File: src/rtl/mem_arbiter.sv
// Two-port round-robin arbiter in front of a single-port memory.
// Registers the winning request onto the memory bus and returns a one-cycle response.
module mem_arbiter #(
  parameter int WIDTH      = 8,
  parameter int DEPTH      = 32,
  parameter int ADDR_WIDTH = $clog2(DEPTH),
  parameter int TIMEOUT    = 16
) (
  input  logic                  clk,
  input  logic                  res,
  input  logic                  r0_valid,
  input  logic                  r0_wr_rd,
  input  logic [ADDR_WIDTH-1:0] r0_addr,
  input  logic [WIDTH-1:0]      r0_wdata,
  output logic                  r0_ready,
  output logic [WIDTH-1:0]      r0_rdata,
  output logic                  r0_err,
  input  logic                  r1_valid,
  input  logic                  r1_wr_rd,
  input  logic [ADDR_WIDTH-1:0] r1_addr,
  input  logic [WIDTH-1:0]      r1_wdata,
  output logic                  r1_ready,
  output logic [WIDTH-1:0]      r1_rdata,
  output logic                  r1_err,
  output logic                  m_valid,
  output logic                  m_wr_rd,
  output logic [ADDR_WIDTH-1:0] m_addr,
  output logic [WIDTH-1:0]      m_wdata,
  input  logic [WIDTH-1:0]      m_rdata,
  input  logic                  m_ready
);

  localparam int WDW = $clog2(TIMEOUT + 1);

  typedef enum logic [1:0] {
    IDLE,
    BUSY,
    DONE
  } state_e;

  state_e                state_q, state_d;
  logic                  ptr_q, ptr_d;
  logic                  gnt_q, gnt_d;
  logic [WDW-1:0]        wd_q, wd_d;
  logic                  mv_q, mv_d;
  logic                  mwr_q, mwr_d;
  logic [ADDR_WIDTH-1:0] maddr_q, maddr_d;
  logic [WIDTH-1:0]      mwdata_q, mwdata_d;
  logic [1:0]            rdy_q, rdy_d;
  logic [1:0]            err_q, err_d;
  logic [WIDTH-1:0]      rd0_q, rd0_d;
  logic [WIDTH-1:0]      rd1_q, rd1_d;
  logic                  win;
  logic                  timeout;

  // The pointer only decides when both ports contend.
  assign win = (r0_valid && r1_valid) ? ptr_q : r1_valid;

  // The wait counter holds the cycles already spent in BUSY.
  assign timeout = (wd_q == WDW'(TIMEOUT - 1));

  always_comb begin
    state_d  = state_q;
    ptr_d    = ptr_q;
    gnt_d    = gnt_q;
    wd_d     = wd_q;
    mv_d     = mv_q;
    mwr_d    = mwr_q;
    maddr_d  = maddr_q;
    mwdata_d = mwdata_q;
    rdy_d    = '0;
    err_d    = '0;
    rd0_d    = rd0_q;
    rd1_d    = rd1_q;
    unique case (state_q)
      IDLE: begin
        if (r0_valid || r1_valid) begin
          gnt_d    = win;
          mv_d     = 1'b1;
          mwr_d    = win ? r1_wr_rd : r0_wr_rd;
          maddr_d  = win ? r1_addr : r0_addr;
          mwdata_d = win ? r1_wdata : r0_wdata;
          wd_d     = '0;
          state_d  = BUSY;
        end
      end
      BUSY: begin
        if (m_ready) begin
          mv_d         = 1'b0;
          rdy_d[gnt_q] = 1'b1;
          if (!mwr_q) begin
            if (gnt_q) rd1_d = m_rdata;
            else       rd0_d = m_rdata;
          end
          ptr_d   = ~gnt_q;
          state_d = DONE;
        end else if (timeout) begin
          mv_d         = 1'b0;
          rdy_d[gnt_q] = 1'b1;
          err_d[gnt_q] = 1'b1;
          ptr_d        = ~gnt_q;
          state_d      = DONE;
        end else begin
          wd_d = wd_q + WDW'(1);
        end
      end
      DONE: begin
        state_d = IDLE;
      end
      default: begin
        state_d = IDLE;
      end
    endcase
  end

  always_ff @(posedge clk) begin
    if (res) begin
      state_q  <= IDLE;
      ptr_q    <= 1'b0;
      gnt_q    <= 1'b0;
      wd_q     <= '0;
      mv_q     <= 1'b0;
      mwr_q    <= 1'b0;
      maddr_q  <= '0;
      mwdata_q <= '0;
      rdy_q    <= '0;
      err_q    <= '0;
      rd0_q    <= '0;
      rd1_q    <= '0;
    end else begin
      state_q  <= state_d;
      ptr_q    <= ptr_d;
      gnt_q    <= gnt_d;
      wd_q     <= wd_d;
      mv_q     <= mv_d;
      mwr_q    <= mwr_d;
      maddr_q  <= maddr_d;
      mwdata_q <= mwdata_d;
      rdy_q    <= rdy_d;
      err_q    <= err_d;
      rd0_q    <= rd0_d;
      rd1_q    <= rd1_d;
    end
  end

  assign m_valid  = mv_q;
  assign m_wr_rd  = mwr_q;
  assign m_addr   = maddr_q;
  assign m_wdata  = mwdata_q;
  assign r0_ready = rdy_q[0];
  assign r1_ready = rdy_q[1];
  assign r0_err   = err_q[0];
  assign r1_err   = err_q[1];
  assign r0_rdata = rd0_q;
  assign r1_rdata = rd1_q;

endmodule

File: config.mk
export PLATFORM = sky130hd
export DESIGN_NAME = mem_arbiter
export DESIGN_NICKNAME = d
export VERILOG_FILES = /design/src/rtl/mem_arbiter.sv
export SDC_FILE = /design/constraint.sdc
export NUM_CORES = 1
export LEC_CHECK = 0
export CORE_MARGIN = 1
export CORE_UTILIZATION = 25
export CTS_CLUSTER_DIAMETER = 200
export DETAILED_ROUTE_END_ITERATION = 7
export GPL_ROUTABILITY_DRIVEN = 0
export HOLD_SLACK_MARGIN = 0.08
export PLACE_DENSITY_LB_ADDON = 0.15
export SYNTH_ARGS = -nofsm -noshare
export SYNTH_HDL_FRONTEND = slang
export SYNTH_SLANG_ARGS = --single-unit
File: constraint.sdc
create_clock -name clk -period 2.3 [get_ports clk]
set_clock_uncertainty 0.15 [all_clocks]
set_input_delay 0.46 -clock clk [delete_from_list [all_inputs] [get_ports clk]]
set_output_delay 0.46 -clock clk [all_outputs]
set_load 0.005 [all_outputs]
==> impl_metrics.py <==
metrics = {
    "outcome": {
        "status": "completed",
    },
    "placement": {
        "dp_hpwl_mm": 3.81,
        "io_buffers": 75,
    },
    "timing": {
        "rsz0062_at_grt": "false",
        "setup_viol": 0,
        "setup_tns_ps": 0,
        "fmax_ghz": 0.461,
        "finalHoldViolations": 0,
        "slew_violations": 0,
        "tightest_slew_ps": 611,
        "relSlewSlack_pct": 59.2,
        "period_share_pct": 94.3,
        "finalCriticalPeriod_ps": 2170,
    },
    "clock_network": {
        "clk_latency_ps": 290,
        "cts_setup_buffers": 0,
        "hold_buffers": 0,
        "cts-root-buf": "clkbuf_8",
        "clockBufferDepth": 2,
        "clock-sinks": 44,
        "h-tree-depth": 2,
        "cts_tree": "built",
        "numCtsBuffers": 5,
        "ctsResizeCount": 0,
        "clk_pin_slew_worst_paths_ps": 80,
    },
    "critical_path": {
        "crit_slowest_cell": "nor4b_4",
        "cp.required_ps": 2350,
        "crit_path_frequent_cell": "ha_1",
        "critPathMaxStageDelay_ps": 410,
        "end_kind": "flop",
        "regToRegEndpoint": "wd_q[3]",
        "path_class": "reg -> reg",
        "arrival_ps": 2220,
        "r2r_start": "wd_q[0]",
        "path_cells": "ha_1 > and3_1 > ha_1 > nor4b_4 > a41oi_1 > a311oi_1",
        "start_kind": "flop",
        "ff2ff_setup_slack_ps": 130,
        "r2r_cells": 6,
        "critPathMaxFanout": 5,
        "crit_start": "wd_q[0]",
        "crit_end": "wd_q[3]",
    },
    "route": {
        "drtPass1Iterations": 5,
        "drc": 0,
        "wl_mm": 5.47,
        "antenna_left": 0,
        "first_iter_violations": 86,
        "routedWlPerCell_um": 14.0,
        "via_per_inst": 4.94,
        "via_count": 1933,
    },
    "yosys": {
        "yosysUniqueCellTypes": 36,
        "yosys_most_used_dff": "dfxtp_1",
        "synth_edf_count": 0,
        "synth_seq_cells": 44,
        "ys_seq_area_share_pct": 44.8,
        "syn_nets": 264,
        "avgSynthCellArea_um2": 8.89,
        "ys_async_sr_fraction_pct": 0,
        "netlist_area_um2": 1960,
        "yosysWarnings": 0,
        "syn_inst": 221,
    },
    "grt": {
        "antenna_found_initial": 0,
        "track_usage_pct": 14.1,
        "gr-total-overflow": 0,
        "grt_max_degree": 29,
        "grt_pass1_vias": 1863,
        "grt_pass1_wl_mm": 9.41,
    },
    "cells_and_area": {
        "fill_cells": 753,
        "utilization_pct": 39.0,
        "syn2layout_area_growth_pct": 47.1,
        "num_antenna_cells": 0,
        "drive_above_1_share_pct": 8.22,
        "nNetsFinal": 334,
    },
    "die": {
        "pin_count": 76,
        "start_util_pct": 26.5,
        "die_x_um": 90.6,
        "die_y_um": 90.6,
        "die-area_um2": 8220,
        "core_um2": 7410,
        "rows": 31,
    },
    "worst_hold_path": {
        "min_path_type": "reg -> reg",
    },
    "job": {
        "cap_violations": 0,
    },
    "power_and_ir_drop": {
        "leakage_nw": 0.952,
        "ir_drop_v": 0.000217,
        "p_per_area_nw_per_um2": 587,
    },
}
-- worst max-delay path, delay by kind of cell (launching register included) --
family	cells	cell delay, ps
simple gates	2	600
fa+ha+maj	2	490
compound gates	2	490
flops	1	360
-- cell type report --
type / count / area (um^2) / area share, %
Multi-Input combinational cell: 151 / 950 / 32.9
Tap cell: 99 / 124 / 4.29
Clock buffer: 8 / 90.1 / 3.12
Sequential cell: 44 / 881 / 30.5
Timing Repair Buffer: 86 / 833 / 28.8
Inverter: 3 / 11.3 / 0.390
-- sequential cells by signal, indices dropped and copies added (netlist names) --
register / flops
rdy_q: 2
r1_rdata: 8
gnt_q: 1
m_wr_rd: 1
state_q: 2
m_wdata: 8
m_addr: 5
m_valid: 1
r0_rdata: 8
ptr_q: 1
wd_q: 5
err_q: 2
-- how the worst min path moves through the flow --
stage / slack, ps / cells past startpoint / start / to
detailed placement: 320 / 2 / r1_rdata[3] / r1_rdata[3]
global placement: 310 / 2 / r1_rdata[4] / r1_rdata[4]
finish: 330 / 2 / r1_rdata[3] / r1_rdata[3]
CTS: 330 / 2 / r1_rdata[3] / r1_rdata[3]
floorplan: 290 / 1 / wd_q[3] / wd_q[3]
global route: 350 / 2 / r1_rdata[7] / r1_rdata[7]
-- layer usage --
metal	wire length, um	track usage [%]	vias up
met5	0	0	-
met4	37	5.24	0
met3	458	4.29	4
met2	2300	20.8	73
met1	2670	19.0	890
li1	-	-	966
-- cell usage after synthesis, drive strengths merged, types with 3 or more instances --
library cell / n / area (um^2)
nand3: 16 / 80.1
nand3b: 14 / 105
dfxtp: 44 / 881
o21ai: 34 / 170
a311oi: 15 / 131
nand2b: 3 / 18.8
buf: 11 / 75.1
a21oi: 38 / 190
inv: 3 / 11.3
nor2: 5 / 23.8
clkbuf: 12 / 47.6
o211ai: 3 / 22.5
-- where the power goes --
group | internal [W] | total, W | switching (W)
combinational | 0.000200 | 0.000361 | 0.000161
sequential | 0.000806 | 0.000836 | 0.0000299
clock | 0.000245 | 0.000499 | 0.000254
-- cells in the final DEF, fill, tap and decap left out, drive strengths merged, types with 2 or more instances in the layout --
cell | Yosys | layout
clkdlybuf4s50 | 0 | 75
nor4 | 2 | 2
a311oi | 15 | 15
a21oi | 38 | 38
o21ai | 34 | 34
ha | 2 | 2
dfxtp | 44 | 44
buf | 11 | 11
inv | 3 | 3
nand2 | 2 | 2
clkbuf | 12 | 8
nand3b | 14 | 14
or3 | 2 | 2
nand2b | 3 | 3
o211ai | 3 | 3
nor2 | 5 | 5
nand3 | 16 | 16
or2 | 2 | 2
-- through the flow --
stage	instance area, um^2	setup slack, ps	hold WS [ps]	std cells	power [W]
4_1_cts	2890	116	328	391	0.00172
6_report	2890	132	325	391	0.00170
3_5_place_dp	2800	122	317	383	0.00122
2_1_floorplan	1960	314	293	221	0.00103
5_1_grt	2890	20.1	354	391	0.00180
3_3_place_gp	2800	187	314	383	0.00122
-- logic make-up after synthesis --
family          share of synthesized area (%)
compound gates                           27.8
simple gates                             19.2
flops                                    44.8
buf+inv                                  6.82
fa+ha+maj                                1.27
Note: power is estimated with default switching activity, not from simulation.
==> edit 1, RTL diff (same settings) <==
Set the parameter `DEPTH` to 16 (it was 32).
--- a/src/rtl/mem_arbiter.sv
+++ b/src/rtl/mem_arbiter.sv
@@ -2,7 +2,7 @@
 // Registers the winning request onto the memory bus and returns a one-cycle response.
 module mem_arbiter #(
   parameter int WIDTH      = 8,
-  parameter int DEPTH      = 32,
+  parameter int DEPTH      = 16,
   parameter int ADDR_WIDTH = $clog2(DEPTH),
   parameter int TIMEOUT    = 16
 ) (
Interface: changed (resized m_addr, r0_addr and r1_addr); port bits go from 76 to 73. The function was not compared with the original's and may differ.
==> edit 1 against the original RTL <==
  * Setup slack better by 0.027 ns
  * Maximum frequency up 1.2%
  * Non-clock buffer count down 4
  * Total power down 4.8%
  * Sequential cell count down 1
  * Sequential share of layout area up 0.12 points
  * Wire length down 12%
  * Synthesized area down 5.6%
  * Cell area down 2.6%
  * Count of clock-buffer cells in the layout down 2
  * Critical endpoint unchanged
  * Largest cell class unchanged
==> edit 1: results (changes against the original RTL) <==
[placed_design]
io_buffer_count = 72  ; -4.0%
hpwl_um = 3350  ; -12%
dp.cells = 367  ; -4.2%
dpl_cell_area_um2 = 2720  ; -2.8%
post-place-ws_ns = 0.0194  ; -0.103 ns

[logic_synthesis]
synth_mux_area_share_pct = 8.64  ; +8.6 points
synthAdderAreaFrac_pct = 1.35  ; +0.076 points
syn_area_per_cell_um2 = 9.18  ; +3.3%
netlist_top_cells_count = dfxtp_1, nand2b_1, a21oi_1, o21ai_0, mux2i_1
yosys-top-cells-area = dfxtp_1, nand2b_1, mux2i_1, a311oi_1, a21oi_1
ys_ff_latch = 43  ; -2.3%
synth_compound_area_share_pct = 17.1  ; -11 points
yosysSeqAreaShare_pct = 46.4  ; +1.6 points

[final_layout]
n_all_buffers = 82  ; -4.7%
drive_gt1_share_pct = 7.97  ; -0.25 points
buffer_area_share_pct = 28.7  ; -0.11 points
seq_share_pct = 30.6  ; +0.12 points
multi_input_area_share_pct = 32.7  ; -0.18 points
nFillCells = 745  ; -1.1%
layout.cells.non_filler = 375  ; -4.1%
nets = 316  ; -5.4%
clockBufferCount = 6  ; -2
clkCellAreaFrac_pct = 3.02  ; -0.093 points

[clock_network]
post_cts_buffers = 0  ; unchanged

[setup_path]
r2r_setup_slack_ns = 0.16  ; +0.03 ns
crit_slowest_cell = or4b_4
path_max_fanout = 7  ; +2
max_stage_delay_ns = 0.52  ; +0.11 ns

[global_route]
grt_max_degree = 50  ; +72%
track_usage_pct = 13.3  ; -0.73 points
grt_pass1_wl_um = 7870  ; -16%

[sta]
slew_headroom_pct = 61.9  ; +2.7 points
layout_worst_path_cycle_share_pct = 93.1  ; -1.2 points
tns_ns = 0  ; unchanged

[power_and_ir_drop]
power.leakage_uw = 0.00103  ; +7.8%
vdd_drop_max_uv = 176  ; -19%

[drt]
avgViaCountPerCell = 4.55  ; -8.0%
post_drt_wl_per_cell_um = 12.9  ; -7.9%

[hold_path]
hold_end = r1_rdata[0]$_SDFFE_PP0P_

[run_status]
status = completed

[edit 1: cell types whose count changed after synthesis, sizes merged, moves of 8 or more]
cell	before	now
a21oi	38	18
o21ai	34	18
mux2i	0	16
nand3b	14	0
nand2b	3	27
buf	11	3
[edit 1: timing repair]
item,in CTS,in global routing
resized for setup,0,2
setup endpoints to repair,0,3
endpoints found under the hold margin,0,0
[edit 1: metal layers]
metal | global-route usage [%] | share of wire [%] | up-vias
met5 | 0 | 0 | -
met4 | 4.84 | 1.4 | 0
met3 | 5.18 | 8.8 | 4
met2 | 22.0 | 44 | 61
met1 | 15.7 | 46 | 771
li1 | - | - | 870
[edit 1: worst min-delay path: stages, from the launching register on]
cell,delay (ns)
dfxtp_1,0.31
nand2b_1,0.06
mux2i_1,0.06
[edit 1: power breakdown]
part           switching (µW)  internal (µW)
sequential               26.3            787
combinational             135            195
clock                     259            212
total                     421           1190
==> edit 2, RTL diff (same settings) <==
Made on the original files. Register the outputs `r0_err` and `r1_err`; this adds one clock of latency there. The other outputs are not delayed to match.
--- a/src/rtl/mem_arbiter.sv
+++ b/src/rtl/mem_arbiter.sv
@@ -149,8 +149,10 @@
   assign m_wdata  = mwdata_q;
   assign r0_ready = rdy_q[0];
   assign r1_ready = rdy_q[1];
-  assign r0_err   = err_q[0];
-  assign r1_err   = err_q[1];
+  always_ff @(posedge clk) begin
+    r0_err <= err_q[0];
+    r1_err <= err_q[1];
+  end
   assign r0_rdata = rd0_q;
   assign r1_rdata = rd1_q;
 
Formal check against the unedited RTL: no difference found for any inputs over 10 cycles, from zero or initial values; that may be too few to reach the edited logic, so the function may still have changed.
==> edit 2 against the original RTL <==
  * Critical path depth unchanged
  * Sequential cell count up 2
  * Total power up 9.2%
  * Sequential power up 4.3%
  * Cell area up 3.0%
  * Setup slack better by 0.010 ns
  * Core utilization down 0.49 points
  * Count of clock-buffer cells in the layout down 2
  * Synthesized area up 2.0%
  * Via count about the same
  * Worst hold slack worse by 0.15 ns
  * Wire length up 2.6%
==> edit 2: results (changes against the original RTL) <==
[global_route]
grt_pass1_vias = 1847  ; -0.86%
antenna_found_initial = 0  ; unchanged
grt_pass1_wl_um = 9040  ; -4.0%
track_usage_pct = 13.7  ; -0.40 points
grt_max_degree = 24  ; -17%

[drt]
avgViaCountPerCell = 4.88  ; -1.3%
dr.pass1.iters = 4  ; -1
post_drt_wl_per_cell_um = 14.2  ; +1.3%
dr.first_iter.drc_count = 64  ; -26%

[logic_synthesis]
yosys-top-cells-area = dfxtp_1, a21oi_1, a311oi_1, o21ai_0, nand3b_1
netlist_top_cells_count = dfxtp_1, a21oi_1, o21ai_0, nand3_1, a311oi_1
syn-num-nets = 266  ; +0.76%
yosysSeqAreaShare_pct = 45.9  ; +1.1 points
yosys_warnings = 0  ; unchanged
ys_async_sr_fraction_pct = 0  ; unchanged
yosys.area.top_type = dfxtp_1
syn_area_per_cell_um2 = 8.99  ; +1.1%

[hold_path]
hold_class = flip-flop to flip-flop

[clock_network]
cts_max_level = 2  ; unchanged
clkLatencyLatePin_ns = 0.30
cts_repair_resize_count = 0  ; unchanged
numCtsBuffers = 5  ; unchanged

[placed_design]
dp.cells = 389  ; +1.6%
hpwl_um = 3990  ; +4.9%
post-place-ws_ns = 0.102  ; -0.0202 ns
dpl_cell_area_um2 = 2860  ; +2.3%

[power_and_ir_drop]
vdd_drop_max_uv = 257  ; +19%
power.leakage_uw = 0.000989  ; +3.9%

[setup_path]
max_stage_delay_ns = 0.58  ; +0.17 ns
crit_slowest_cell = or4b_4
critical_path_arrival_ns = 2.17  ; -0.05 ns

[sta]
slew_headroom_pct = 59.0  ; -0.26 points

[final_layout]
drive_gt1_share_pct = 8.84  ; +0.62 points
nets = 337  ; +0.90%
antennaDiodeCount = 0  ; unchanged
layout.cells.non_filler = 396  ; +1.3%

[run_status]
status = completed

-- edit 2: cell count changes in the layout (fill, tap and decap cells not counted), sizes merged --
cell / change
dfxtp: +2
buf: +1
bufinv: +1
clkbuf: -2
-- edit 2: worst paths after layout --
path | from | endpoint | slack, ns | depth (start not counted)
worst max-delay path | wd_q[0]$_SDFFE_PP0P_ | wd_q[3]$_SDFFE_PP0P_ | 0.14 | 6
worst min-delay path | err_q[1]$_SDFF_PP0_ | r1_err$_DFF_P_ | 0.18 | 0
worst max register to register | wd_q[0]$_SDFFE_PP0P_ | wd_q[3]$_SDFFE_PP0P_ | 0.14 | 6
worst min register to register | err_q[1]$_SDFF_PP0_ | r1_err$_DFF_P_ | 0.18 | 0
-- edit 2: cell type report --
class | instances | area (µm²)
Inverter | 3 | 11.3
Clock inverter | 1 | 30.0
Tap cell | 102 | 128
Fill cell | 793 | 4750
Sequential cell | 46 | 921
Clock buffer | 6 | 82.6
Timing Repair Buffer | 87 | 853
Multi-Input combinational cell | 151 | 950
-- edit 2: logic make-up after synthesis --
logic type | share of synthesized area [%]
fa+ha+maj | 1.25
compound gates | 27.3
buf+inv | 6.68
simple gates | 18.9
flops | 45.9
-- edit 2: report_power, final --
group	internal [µW]	switching, µW	leakage, µW
clock	348	267	0.0000573
combinational	204	161	0.000556
sequential	841	31.2	0.000376
total	1390	459	0.000989
-- edit 2: metal layers --
metal | up-vias | routed length [µm] | track usage, % | share of wire (%)
met5 | - | 0 | 0 | 0
met2 | 67 | 2480 | 21.0 | 44
met3 | 5 | 439 | 5.53 | 7.8
met4 | 0 | 46 | 3.97 | 0.82
li1 | 977 | - | - | -
met1 | 883 | 2640 | 17.5 | 47
